File: config.mk
export PLATFORM = sky130hd
export DESIGN_NAME = cycle_sequencer
export DESIGN_NICKNAME = d
export VERILOG_FILES = /design/src/rtl/gb_cpu_pkg.sv /design/src/rtl/int_priority_encoder.sv /design/src/rtl/cycle_sequencer.sv
export SDC_FILE = /design/constraint.sdc
export NUM_CORES = 1
export LEC_CHECK = 0
export CAP_MARGIN = 20
export CORE_ASPECT_RATIO = 1.1
export CORE_MARGIN = 3
export CORE_UTILIZATION = 45
export CTS_CLUSTER_DIAMETER = 80
export CTS_CLUSTER_SIZE = 8
export DETAILED_ROUTE_END_ITERATION = 7
export PLACE_DENSITY = 0.9
export SETUP_SLACK_MARGIN = 0.4
export SLEW_MARGIN = 20
export SYNTH_ARGS = -nofsm -noshare
export SYNTH_HDL_FRONTEND = slang
export SYNTH_SLANG_ARGS = --single-unit
File: constraint.sdc
create_clock -name i_Clk -period 3.14 [get_ports i_Clk]
set_clock_uncertainty 0.15 [all_clocks]
set_input_delay 0.314 -clock i_Clk [delete_from_list [all_inputs] [get_ports i_Clk]]
set_output_delay 0.314 -clock i_Clk [all_outputs]
set_load 0.02 [all_outputs]
File: src/rtl/gb_cpu_pkg.sv
// Shared control-unit types: sequencer states, vector constants and one-hot reset values.
// Pure declarations; no logic, no latency.
package gb_cpu_pkg;

    typedef enum logic [1:0] {
        RUN      = 2'd0,
        HALT     = 2'd1,
        DISPATCH = 2'd2
    } state_t;

    localparam logic [7:0] VECTOR_BASE      = 8'h40;
    localparam int         DISPATCH_MCYCLES = 5;
    localparam logic [3:0] STEP_RST         = 4'b0001;
    localparam logic [7:0] COUNT_RST        = 8'b0000_0001;

    // Vectors are spaced 8 bytes apart; the sum wraps within the low address byte.
    function automatic logic [7:0] int_vector(input logic [7:0] base, input logic [2:0] idx);
        return base + {2'b00, idx, 3'b000};
    endfunction

endpackage

File: src/rtl/int_priority_encoder.sv
// Lowest-index-wins encoder over pending interrupt requests.
// Purely combinational, zero latency, no flow control.
module int_priority_encoder #(
    parameter int INT_LINES = 5
) (
    input  logic [INT_LINES-1:0] i_req,
    output logic [INT_LINES-1:0] o_grant,
    output logic [2:0]           o_index,
    output logic                 o_valid
);

    always_comb begin
        o_grant = '0;
        o_index = 3'd0;
        o_valid = 1'b0;
        // Scan downward so the last hit, the lowest set bit, is the one kept.
        for (int i = INT_LINES - 1; i >= 0; i--) begin
            if (i_req[i]) begin
                o_grant    = '0;
                o_grant[i] = 1'b1;
                o_index    = 3'(i);
                o_valid    = 1'b1;
            end
        end
    end

endmodule

File: src/rtl/cycle_sequencer.sv
// T-state / M-cycle sequencer with IME, delayed EI, HALT (incl. HALT bug) and 5 M-cycle interrupt dispatch.
// All outputs registered and advance only on i_Enable ticks; i_Enable low freezes every output.
module cycle_sequencer #(
    parameter int         INT_LINES   = 5,
    parameter logic [7:0] VECTOR_BASE = gb_cpu_pkg::VECTOR_BASE
) (
    input  logic                 i_Clk,
    input  logic                 i_Reset,
    input  logic                 i_Enable,
    input  logic                 i_IR_Fetch,
    input  logic                 i_EI,
    input  logic                 i_EI_Now,
    input  logic                 i_DI,
    input  logic                 i_HALT,
    input  logic [INT_LINES-1:0] i_IF,
    input  logic [INT_LINES-1:0] i_IE,
    output logic [3:0]           o_Cycle_Step,
    output logic [7:0]           o_Cycle_Count,
    output logic                 o_INT_Active,
    output logic [7:0]           o_INT_Vector,
    output logic [INT_LINES-1:0] o_INT_Ack,
    output logic                 o_IME,
    output logic                 o_Halted,
    output logic                 o_HALT_Bug
);

    localparam int LAST_MC = gb_cpu_pkg::DISPATCH_MCYCLES - 1;
    localparam int VEC_MC  = gb_cpu_pkg::DISPATCH_MCYCLES - 2;

    gb_cpu_pkg::state_t r_state;

    logic [3:0]           r_step;
    logic [7:0]           r_count;
    logic                 r_ime;
    logic                 r_eip;
    logic                 r_active;
    logic                 r_halted;
    logic                 r_halt_bug;
    logic [7:0]           r_vector;
    logic [INT_LINES-1:0] r_ack;

    logic [INT_LINES-1:0] w_req;
    logic [INT_LINES-1:0] w_grant;
    logic [2:0]           w_index;
    logic                 w_valid;
    logic                 w_pend;
    logic                 w_ime_eff;

    always_comb begin
        w_req     = i_IF & i_IE;
        w_pend    = |w_req;
        w_ime_eff = r_ime | r_eip;
    end

    int_priority_encoder #(
        .INT_LINES (INT_LINES)
    ) u_prio (
        .i_req   (w_req),
        .o_grant (w_grant),
        .o_index (w_index),
        .o_valid (w_valid)
    );

    always_ff @(posedge i_Clk) begin
        if (i_Reset) begin
            r_state    <= gb_cpu_pkg::RUN;
            r_step     <= gb_cpu_pkg::STEP_RST;
            r_count    <= gb_cpu_pkg::COUNT_RST;
            r_ime      <= 1'b0;
            r_eip      <= 1'b0;
            r_active   <= 1'b0;
            r_halted   <= 1'b0;
            r_halt_bug <= 1'b0;
            r_vector   <= 8'h00;
            r_ack      <= '0;
        end else if (i_Enable) begin
            r_step <= {r_step[2:0], r_step[3]};
            r_ack  <= '0;

            // Source is resolved at the first T-state of dispatch M4; an IF cleared by then cancels it.
            if (r_state == gb_cpu_pkg::DISPATCH && r_step[0] && r_count[VEC_MC]) begin
                if (w_valid) begin
                    r_vector <= gb_cpu_pkg::int_vector(VECTOR_BASE, w_index);
                    r_ack    <= w_grant;
                end else begin
                    r_vector <= 8'h00;
                end
            end

            if (r_step[3]) begin
                r_halt_bug <= 1'b0;
                case (r_state)
                    gb_cpu_pkg::RUN: begin
                        if (!i_IR_Fetch) begin
                            if (!r_count[7]) begin
                                r_count <= r_count << 1;
                            end
                        end else begin
                            r_count <= gb_cpu_pkg::COUNT_RST;
                            if (i_DI) begin
                                r_ime <= 1'b0;
                                r_eip <= 1'b0;
                            end else if (w_ime_eff && w_pend) begin
                                r_state  <= gb_cpu_pkg::DISPATCH;
                                r_active <= 1'b1;
                                r_ime    <= i_EI_Now;
                                r_eip    <= i_EI;
                            end else begin
                                if (i_HALT) begin
                                    if (!w_pend) begin
                                        r_state  <= gb_cpu_pkg::HALT;
                                        r_halted <= 1'b1;
                                    end else begin
                                        r_halt_bug <= 1'b1;
                                    end
                                end
                                // A pending EI becomes live here, so it covers the next instruction's end.
                                r_ime <= r_ime | r_eip | i_EI_Now;
                                r_eip <= i_EI;
                            end
                        end
                    end

                    gb_cpu_pkg::HALT: begin
                        r_count <= gb_cpu_pkg::COUNT_RST;
                        if (w_pend) begin
                            r_halted <= 1'b0;
                            if (r_ime) begin
                                r_state  <= gb_cpu_pkg::DISPATCH;
                                r_active <= 1'b1;
                                r_ime    <= 1'b0;
                                r_eip    <= 1'b0;
                            end else begin
                                r_state <= gb_cpu_pkg::RUN;
                            end
                        end
                    end

                    gb_cpu_pkg::DISPATCH: begin
                        if (r_count[LAST_MC]) begin
                            r_state  <= gb_cpu_pkg::RUN;
                            r_active <= 1'b0;
                            r_count  <= gb_cpu_pkg::COUNT_RST;
                        end else begin
                            r_count <= r_count << 1;
                        end
                    end

                    default: begin
                        r_state  <= gb_cpu_pkg::RUN;
                        r_count  <= gb_cpu_pkg::COUNT_RST;
                        r_active <= 1'b0;
                        r_halted <= 1'b0;
                    end
                endcase
            end
        end
    end

    always_comb begin
        o_Cycle_Step  = r_step;
        o_Cycle_Count = r_count;
        o_INT_Active  = r_active;
        o_INT_Vector  = r_vector;
        o_INT_Ack     = r_ack;
        o_IME         = r_ime;
        o_Halted      = r_halted;
        o_HALT_Bug    = r_halt_bug;
    end

endmodule

==> impl_metrics.csv <==
group,metric,value,unit
run_status,status,"finished clean",
global_routing,grt_max_degree,29,
run,maxCapViolations,0,
worst_setup_path,cp-start-kind,"input pin",
clock_tree,clockRootBuffer,"clkbuf_4",
synth,synth_seq_cells,28,
finish,nets,214,
finish,antennaDiodeCount,0,
detailed_routing,wl,3.48,mm
global_routing,antenna_found_initial,0,
synth,synthArstFlopShare,0,%
synth,synth_common_cells,"dfxtp_1 (28), a21oi_1 (18), nand2_1 (14), nor2_1 (14), buf_4 (8)",
place,gp_congestion,0.845,
worst_setup_path,arrival,2060,ps
global_routing,grt_pass1_vias,1263,
min_path,min_path_type,"reg -> reg",
synth,syn_inst,157,
floorplan,io_pins,47,
floorplan,start_util,47.8,%
global_routing,grt_overflow,0,
floorplan,die-width,58.3,microns
power,leakage,0.623,nW
clock_tree,worstSkewPairLatency,330,ps
power,pwr_density_cell,345,nW/um^2
sta,fin_crit,1950,ps
clock_tree,ctsResizeCount,0,
synth,syn_avg_cell_area,8.61,sq um
floorplan,coreArea,2830,sq um
sta,rsz0062_at_grt,"false",
sta,holdWs,328,ps
clock_tree,clock-sinks,28,
worst_setup_path,crit_path_end_kind,"flip-flop",
clock_tree,clk_pin_slew_worst_paths,150,ps
synth,synth_edf_count,0,
synth,yosysWarningCount,0,
synth,synth.top_cells.by_area,"dfxtp_1 (41%), a21oi_1 (6.7%), buf_4 (4.4%)",
floorplan,row_count,20,
synth,ys.flop_type,"dfxtp_1",
detailed_routing,via_per_inst,5.60,
sta,finalSetupTns,0,ps
global_routing,grt_pass1_wl,5.66,mm
sta,hold_violations,0,
detailed_routing,num_vias,1277,
detailed_routing,ant_nets,0,
place,numPortBuffers,42,
sta,drv_slew,0,
worst_setup_path,worst_ep_required_time,3240,ps
sta,period_share,62.2,%
clock_tree,cts_tree,"built",
synth,synth_top_area_share,41.4,%
floorplan,die_y,63.5,microns
finish,syn_to_final_growth,32.4,%
worst_setup_path,criticalPathCategory,"in -> reg",
sta,slew_headroom,32.4,%
clock_tree,cts.hold.buffers_added,0,
clock_tree,cts_max_level,1,
clock_tree,cts_made_buffers,3,
sta,max_freq,512,MHz
detailed_routing,wire_per_inst,15.2,microns
place,dp_hpwl,2.53,mm
clock_tree,postCtsSetupRepairBufs,0,
sta,setup_viol,0,
worst_setup_path,critPathMaxFanout,12,
sta,worst_slew_pin_slew,1010,ps
finish,drive_gt1_share,6.15,%
synth,syn_area,1350,sq um
synth,yosys.area.top_type,"dfxtp_1",
global_routing,grtUsageTotal,19.3,%
power,ir_drop,0.335,mV
synth,synthMostInstantiatedCell,"dfxtp_1",
synth,yosysSeqAreaShare,41.4,%
synth,yosysUniqueCellTypes,42,
detailed_routing,first_iter_violations,68,
detailed_routing,drc,0,
detailed_routing,first_pass_iters,4,
floorplan,die_area,3700,sq um
worst_setup_path,rrSetupSlack,1190,ps
clock_tree,cts_buffer_depth,2,
-- critical path: stages --
cell	delay, ps
clkdlybuf4s50_1	640
nand3_1	130
nor3_2	540
nand4_1	250
a21oi_1	190
-- power by group --
part / switching [mW] / internal, mW
combinational: 0.0407 / 0.0359
clock: 0.109 / 0.0710
sequential: 0.00291 / 0.359
total: 0.153 / 0.466
-- layer usage --
| metal | global-route usage, % | routed length (microns) | vias to the layer above |
|---|---|---|---|
| met2 | 31.7 | 1680 | 49 |
| li1 | - | - | 641 |
| met1 | 24.4 | 1540 | 579 |
| met4 | 6.96 | 74 | 0 |
| met5 | 0 | 0 | - |
| met3 | 3.89 | 178 | 8 |
-- registers in the layout, summed over array words and instances (netlist names) --
signal and flops:
o_Cycle_Count 8, o_Cycle_Step 4, o_HALT_Bug 1, o_Halted 1, o_IME 1, o_INT_Ack 5
o_INT_Active 1, o_INT_Vector 4, r_eip 1, r_state 2
-- area by class of cell --
cell class / count / area, sq um
timing repair buffer: 42 / 420
inverter: 5 / 18.8
sequential: 28 / 561
tap: 33 / 41.3
clock buffer: 4 / 36.3
multi-input combinational: 116 / 713
fill: 239 / 1040
-- worst paths after layout --
check	from	to	cells past startpoint
setup reg to reg	r_state[1]	o_INT_Ack[4]	4
hold / removal	o_HALT_Bug	o_HALT_Bug	2
hold reg to reg	o_HALT_Bug	o_HALT_Bug	2
setup / recovery	i_Enable	o_INT_Ack[4]	5
-- cells in the final DEF, fill, tap and decap left out, types with 3 or more instances in the layout --
master           instances
clkdlybuf4s50_1         42
dfxtp_1                 28
a21oi_1                 18
nand2_1                 14
nor2_1                  14
nand2b_1                 6
inv_1                    5
mux2i_1                  5
nand4_1                  4
o211ai_1                 4
nor3_1                   4
a22oi_1                  4
conb_1                   4
nor3b_1                  3
nand3_1                  3
clkbuf_4                 3
-- metrics by stage --
stage	utilization (%)	area [sq um]	instances	setup slack, ps	power [mW]
after floorplan	-	1360	160	1610	0.412
after global placement	62.0	1750	224	951	0.442
after detailed placement	62.0	1750	224	861	0.445
after CTS	63.3	1790	228	1220	0.618
after global routing	63.3	1790	228	1010	0.641
final	63.3	1790	228	1190	0.618
-- cell families (layout without fill, tap and decap cells) --
logic type,after synthesis,after routing,synth area share [%]
buffers and inverters,16,51,6.66
AO/OA/AOI/OAI,45,45,23.6
multiplexers,5,5,3.70
flip-flops,28,28,41.4
other,1,4,0.277
AND/OR/NAND/NOR,62,62,24.3
Note: power is estimated with default switching activity, not from simulation.
==> variant 1: new RTL, same settings <==
Re-encode `state_t` (3 states) as one-hot, 3 bits wide.
--- a/src/rtl/gb_cpu_pkg.sv
+++ b/src/rtl/gb_cpu_pkg.sv
@@ -3,8 +3,8 @@
 package gb_cpu_pkg;
 
-    typedef enum logic [1:0] {
-        RUN      = 2'd0,
-        HALT     = 2'd1,
-        DISPATCH = 2'd2
+    typedef enum logic [2:0] {
+        RUN      = 3'b001,
+        HALT     = 3'b010,
+        DISPATCH = 3'b100
     } state_t;
 
Behaviour: same outputs for any inputs over 10 cycles, from zero or initial values and one cycle with i_Reset high; not proved beyond that.
==> variant 1 against the original RTL <==
  * Sequential share of layout area is 0.96 points lower
  * Critical path depth stayed put
  * Wire length is 0.26% higher
  * Final area is 6.8% higher
  * Total power is 20% higher
  * Sequential cell count is 1 higher
  * Setup slack worse by 0.14 ns
  * Area after synthesis is 6.3% higher
  * Highest routed layer unchanged
==> variant 1: results (changes against the original RTL) <==
Actual slew at the worst max-slew pin = 0.7408 ns (-0.2694 ns)
Setup WS pre-CTS = 0.7306 ns (-0.1309 ns)
Sum of routed wire length over all layers = 3484 um (+0.26%)
IO buf count = 42 (unchanged)
Maximum number of pins on one net before global-route repair = 22 (-24%)
Worst hold start = o_INT_Vector[5]$_SDFFE_PP0P_
Hold WC Path Type = reg2reg
Number of flip-flops in the largest register = 8 (unchanged)
Initial detailed-routing violation count = 75 (+10%)
Fillcell total = 239 (unchanged)
Overall via count from detail_route = 1369 (+7.2%)
Switching pwr = 175.9 uW (+15%)
Clock transition at path regs = 0.10 ns (-0.05 ns)
Number of levels the H-tree was split into = 2 (+1)
Critical path data arrival time = 2.18 ns (+0.12 ns)
Most instantiated cells after synthesis = sky130_fd_sc_hd__dfxtp_1, sky130_fd_sc_hd__nor2_1, sky130_fd_sc_hd__a21oi_1
Max Cap Violations = 0 (unchanged)
Antenna Diode Count = 0 (unchanged)
Buffers inserted during post-CTS setup optimization = 0 (unchanged)
Antenna violations before repair = 0 (unchanged)
Max rail drop VDD = 0.0003867 V (+15%)
Clock root cell = sky130_fd_sc_hd__clkbuf_4
Async set-reset flop share out of synthesis = 0% (unchanged)
Critical setup path kind = in2reg
Longest Clk Path Bufs = 2 (unchanged)
CTS resizes = 0 (unchanged)
First-pass GRT wire length = 5616 um (-0.85%)
Maximum fanout along the worst path = 6 (-6)
Static Leakage = 0.6826 nW (+9.6%)
Number of global-route vias before repair = 1265 (+0.16%)
Final estimated routing congestion in global placement = 0.8884 (+5.1%)
Critical path origin = i_IF[2]
Nets@finish = 225 (+5.1%)
Total Routing Usage GR = 18.52% (-0.75 points)
Part of the Yosys area used for sequential elements = 40.38% (-1.1 points)
HPWL reported at the end of detailed placement = 2518 um (-0.46%)
Source of the worst register-to-register timing path = r_state[2]$_SDFFE_PP0P_
Top cells by area, synth = sky130_fd_sc_hd__dfxtp_1, sky130_fd_sc_hd__nor2_1, sky130_fd_sc_hd__a21oi_1, sky130_fd_sc_hd__a22oi_1, sky130_fd_sc_hd__nand2_1
Ys flop type = sky130_fd_sc_hd__dfxtp_1
Status = complete, no violations
Clock Latency Late Sink = 0.34 ns
First-pass iteration count of the detailed router = 5 (+1)
CTS Buf Count = 5 (+2)
Number of library cell types mapped by synthesis = 47 (+12%)
Fraction of layout cells with a size suffix above 1 = 6.280% (+0.13 points)
Total of warnings raised by yosys = 0 (unchanged)
[variant 1: path summary, 6_finish.rpt]
| path | endpoint | slack, ns | cells past startpoint |
|---|---|---|---|
| min reg2reg | o_INT_Vector[5]$_SDFFE_PP0P_ | 0.31 | 2 |
| max reg2reg | r_state[0]$_SDFFE_PP1P_ | 1.07 | 5 |
| max | r_state[0]$_SDFFE_PP1P_ | 1.05 | 5 |
| min | o_INT_Vector[5]$_SDFFE_PP0P_ | 0.31 | 2 |
[variant 1: layer usage]
| metal | up-vias | part of all wire [%] | wire, um | GRT usage, % |
|---|---|---|---|---|
| met5 | - | 0 | 0 | 0 |
| met4 | 0 | 0.89 | 31 | 4.986 |
| met3 | 4 | 7.1 | 248 | 7.073 |
| met2 | 50 | 48 | 1674 | 28.11 |
| met1 | 629 | 44 | 1529 | 24.30 |
| li1 | 686 | - | - | - |
[variant 1: final cells by class]
| type | count | share of cell area (%) |
|---|---|---|
| inverters | 3 | 0.5886 |
| repair buffers | 43 | 22.37 |
| well taps | 33 | 2.158 |
| clock buffers | 5 | 1.962 |
| clock inverters | 2 | 1.831 |
| multi-input cells | 125 | 40.75 |
| flip-flops and latches | 29 | 30.35 |
[variant 1: kinds of logic (layout without fill, tap and decap cells)]
family                 count (synthesis)  in the layout  share of synthesized area (%)
and+or+nand+nor                       67             67                          25.85
AOI/OAI and AO/OA                     52             52                          25.94
DFF                                   29             29                          40.38
buffers and inverters                 15             53                          6.179
muxes                                  2              2                          1.393
other                                  1              4                         0.2608
[variant 1: power by group through the flow]
stage	Sequential (mW)	Clock, mW	Combinational (mW)
3_5_place_dp	0.381	0	0.0740
5_1_grt	0.373	0.316	0.0808
2_1_floorplan	0.384	0	0.0342
3_3_place_gp	0.381	0	0.0738
6_report	0.373	0.296	0.0748
4_1_cts	0.373	0.298	0.0746
[variant 1: stage by stage]
stage | util (%) | hold WS [ns] | instance area (sq um) | total power, mW | std cells
floorplan | - | 0.2982 | 1449 | 0.4186 | 169
global placement | 63.41 | 0.2982 | 1841 | 0.4549 | 233
CTS | 65.91 | 0.3150 | 1913 | 0.7454 | 240
finish | 65.91 | 0.3138 | 1913 | 0.7433 | 240
detailed placement | 63.41 | 0.3017 | 1841 | 0.4551 | 233
global route | 65.91 | 0.3464 | 1913 | 0.7703 | 240
[variant 1: worst max-delay path, cell delays in order]
cell,delay (ns)
sky130_fd_sc_hd__clkdlybuf4s50_1,0.47
sky130_fd_sc_hd__a222oi_1,0.51
sky130_fd_sc_hd__nand2_1,0.24
sky130_fd_sc_hd__a211o_1,0.35
sky130_fd_sc_hd__a211o_1,0.30
==> variant 2: new RTL, same flow settings <==
Without the edit above. `INT_LINES` is set to 5 in 2 places; all go to 10.
--- a/src/rtl/int_priority_encoder.sv
+++ b/src/rtl/int_priority_encoder.sv
@@ -2,5 +2,5 @@
 // Purely combinational, zero latency, no flow control.
 module int_priority_encoder #(
-    parameter int INT_LINES = 5
+    parameter int INT_LINES = 10
 ) (
     input  logic [INT_LINES-1:0] i_req,
--- a/src/rtl/cycle_sequencer.sv
+++ b/src/rtl/cycle_sequencer.sv
@@ -2,5 +2,5 @@
 // All outputs registered and advance only on i_Enable ticks; i_Enable low freezes every output.
 module cycle_sequencer #(
-    parameter int         INT_LINES   = 5,
+    parameter int         INT_LINES   = 10,
     parameter logic [7:0] VECTOR_BASE = gb_cpu_pkg::VECTOR_BASE
 ) (
Ports: changed (resized i_IE, i_IF and o_INT_Ack); port bits go from 47 to 62. No check against the original RTL was run, so the function may have changed too.
==> variant 2 against the original RTL <==
  * Sequential cell count increased by 5
  * Global-route usage increased by 0.88 points
  * Final area rose by 25%
  * Total power is 26% higher
  * Area after synthesis rose by 17%
  * Wire length grew 26%
  * Setup slack worse by 0.22 ns
  * Critical endpoint is now r_state[0]$_SDFFE_PP0P_
==> variant 2: results (changes against the original RTL) <==
CTS Buf Count = 5 (+2)
Main combinational cell family by area after synthesis = compound AO/OA/AOI/OAI gates
Delay of the slowest cell on the worst path = 0.57 ns (-0.07 ns)
Max rail drop VDD = 0.0002149 V (-36%)
Part of the Yosys area used for sequential elements = 41.81% (+0.36 points)
Final estimated routing congestion in global placement = 0.8104 (-4.1%)
Hold Path End = o_HALT_Bug$_SDFFE_PP0P_
Internal power = 581.3 uW (+25%)
Rel. slew slack = 44.94% (+12 points)
HPWL reported at the end of detailed placement = 3326 um (+31%)
Overflow after GRT = 0 (unchanged)
Number of global-route vias before repair = 1509 (+19%)
Maximum fanout along the worst path = 7 (-5)
Fraction of synthesized area in multiplexers = 1.900% (-1.8 points)
Final cell count without fillers = 292 (+28%)
Number of levels the H-tree was split into = 2 (+1)
Fraction of layout cells with a size suffix above 1 = 6.911% (+0.76 points)
Capturing point of the worst reg2reg path = o_Halted$_SDFFE_PP0P_
Critical path data arrival time = 2.26 ns (+0.20 ns)
Maximum number of pins on one net before global-route repair = 22 (-24%)
First-pass GRT wire length = 6824 um (+20%)
Setup slack of the most critical reg-to-reg path = 1.17 ns (-0.02 ns)
Clock transition at path regs = 0.10 ns (-0.05 ns)
Via/cell ratio = 5.791 (+3.4%)
Synthesized-area fraction occupied by ao, oa, aoi and oai cells = 26.21% (+2.6 points)
Standard cell with the maximum stage delay on the critical path = sky130_fd_sc_hd__or4_4
Sum of routed wire length over all layers = 4383 um (+26%)
Static Leakage = 0.7727 nW (+24%)
Number of flip-flops in the largest register = 10 (+2)
Number of library cell types mapped by synthesis = 50 (+19%)
IO buf count = 57 (+36%)
Nets@finish = 274 (+28%)
Relative area change from synthesis to final layout = 41.73%
Status = complete, no violations
Initial detailed-routing violation count = 123 (+81%)
Most instantiated cells after synthesis = sky130_fd_sc_hd__dfxtp_1, sky130_fd_sc_hd__nand2_1, sky130_fd_sc_hd__nor2_1
Top cells by area, synth = sky130_fd_sc_hd__dfxtp_1, sky130_fd_sc_hd__nand2_1, sky130_fd_sc_hd__a21oi_1, sky130_fd_sc_hd__nor2_1, sky130_fd_sc_hd__a22oi_1
Mean post-synth cell area = 8.451 sq um (-1.9%)
Source of the worst register-to-register timing path = r_state[0]$_SDFFE_PP0P_
Total Routing Usage GR = 20.15% (+0.88 points)
[variant 2: cell types whose count changed in the layout (fill, tap and decap cells not counted), sizes merged, moves of 4 or more]
cell | unedited run | this run
nand2 | 15 | 24
clkdlybuf4s50 | 42 | 57
dfxtp | 28 | 33
a22o | 0 | 4
nand3 | 3 | 7
nor3 | 5 | 1
nor2 | 14 | 20
[variant 2: kinds of logic after synthesis]
group,count (synthesis)
other cells,1
simple gates,79
buf+inv,15
flops,33
compound gates,56
mux,3
[variant 2: layout make-up]
| cell class | count | area, sq um |
|---|---|---|
| Fill cell | 270 | 965.9 |
| Multi-Input combinational cell | 142 | 858.3 |
| Tap cell | 46 | 57.56 |
| Sequential cell | 33 | 660.6 |
| Clock buffer | 7 | 55.05 |
| Timing Repair Buffer | 60 | 593.1 |
| Inverter | 4 | 15.01 |
[variant 2: how the worst max path moves through the flow]
stage / end / slack, ns / cells past startpoint / from
floorplan: r_state[0]$_SDFFE_PP0P_ / 1.25 / 4 / i_IF[1]
global placement: r_state[0]$_SDFFE_PP0P_ / 0.72 / 5 / i_IF[1]
detailed placement: r_state[0]$_SDFFE_PP0P_ / 0.65 / 5 / i_IF[1]
CTS: r_state[0]$_SDFFE_PP0P_ / 1.00 / 5 / i_IF[1]
global route: o_INT_Active$_SDFFE_PP0P_ / 0.97 / 5 / i_IF[1]
finish: r_state[0]$_SDFFE_PP0P_ / 0.97 / 5 / i_IF[1]
[variant 2: through the flow]
step           setup slack (ns)  total power [mW]  cell area, sq um  hold WS (ns)  utilization, %
3_3_place_gp             0.7203            0.5428              2185        0.2871           68.15
3_5_place_dp             0.6503            0.5452              2185        0.2951           68.15
6_report                 0.9717            0.7768              2240        0.3037           69.87
2_1_floorplan             1.254            0.4882              1592        0.2666               -
4_1_cts                   1.001            0.7794              2240        0.3067           69.87
5_1_grt                  0.9679            0.8058              2240        0.3383           69.87
[variant 2: critical path: cells and delay by family]
family | cells | cell delay (ns)
buf+inv | 1 | 0.47
compound gates | 2 | 0.50
simple gates | 2 | 0.97
[variant 2: power groups by stage]
| stage | registers [mW] | clock network, mW | logic, mW |
|---|---|---|---|
| 2_1_floorplan | 0.436 | 0 | 0.0520 |
| 3_3_place_gp | 0.433 | 0 | 0.110 |
| 3_5_place_dp | 0.433 | 0 | 0.112 |
| 4_1_cts | 0.423 | 0.244 | 0.112 |
| 5_1_grt | 0.424 | 0.261 | 0.121 |
| 6_report | 0.423 | 0.239 | 0.114 |
[variant 2: per-layer routing]
metal  global-route usage (%)  routed length [um]
met1                    26.10                1930
met5                        0                   0
met4                    8.815                  81
met3                    3.612                 263
met2                    33.29                2108
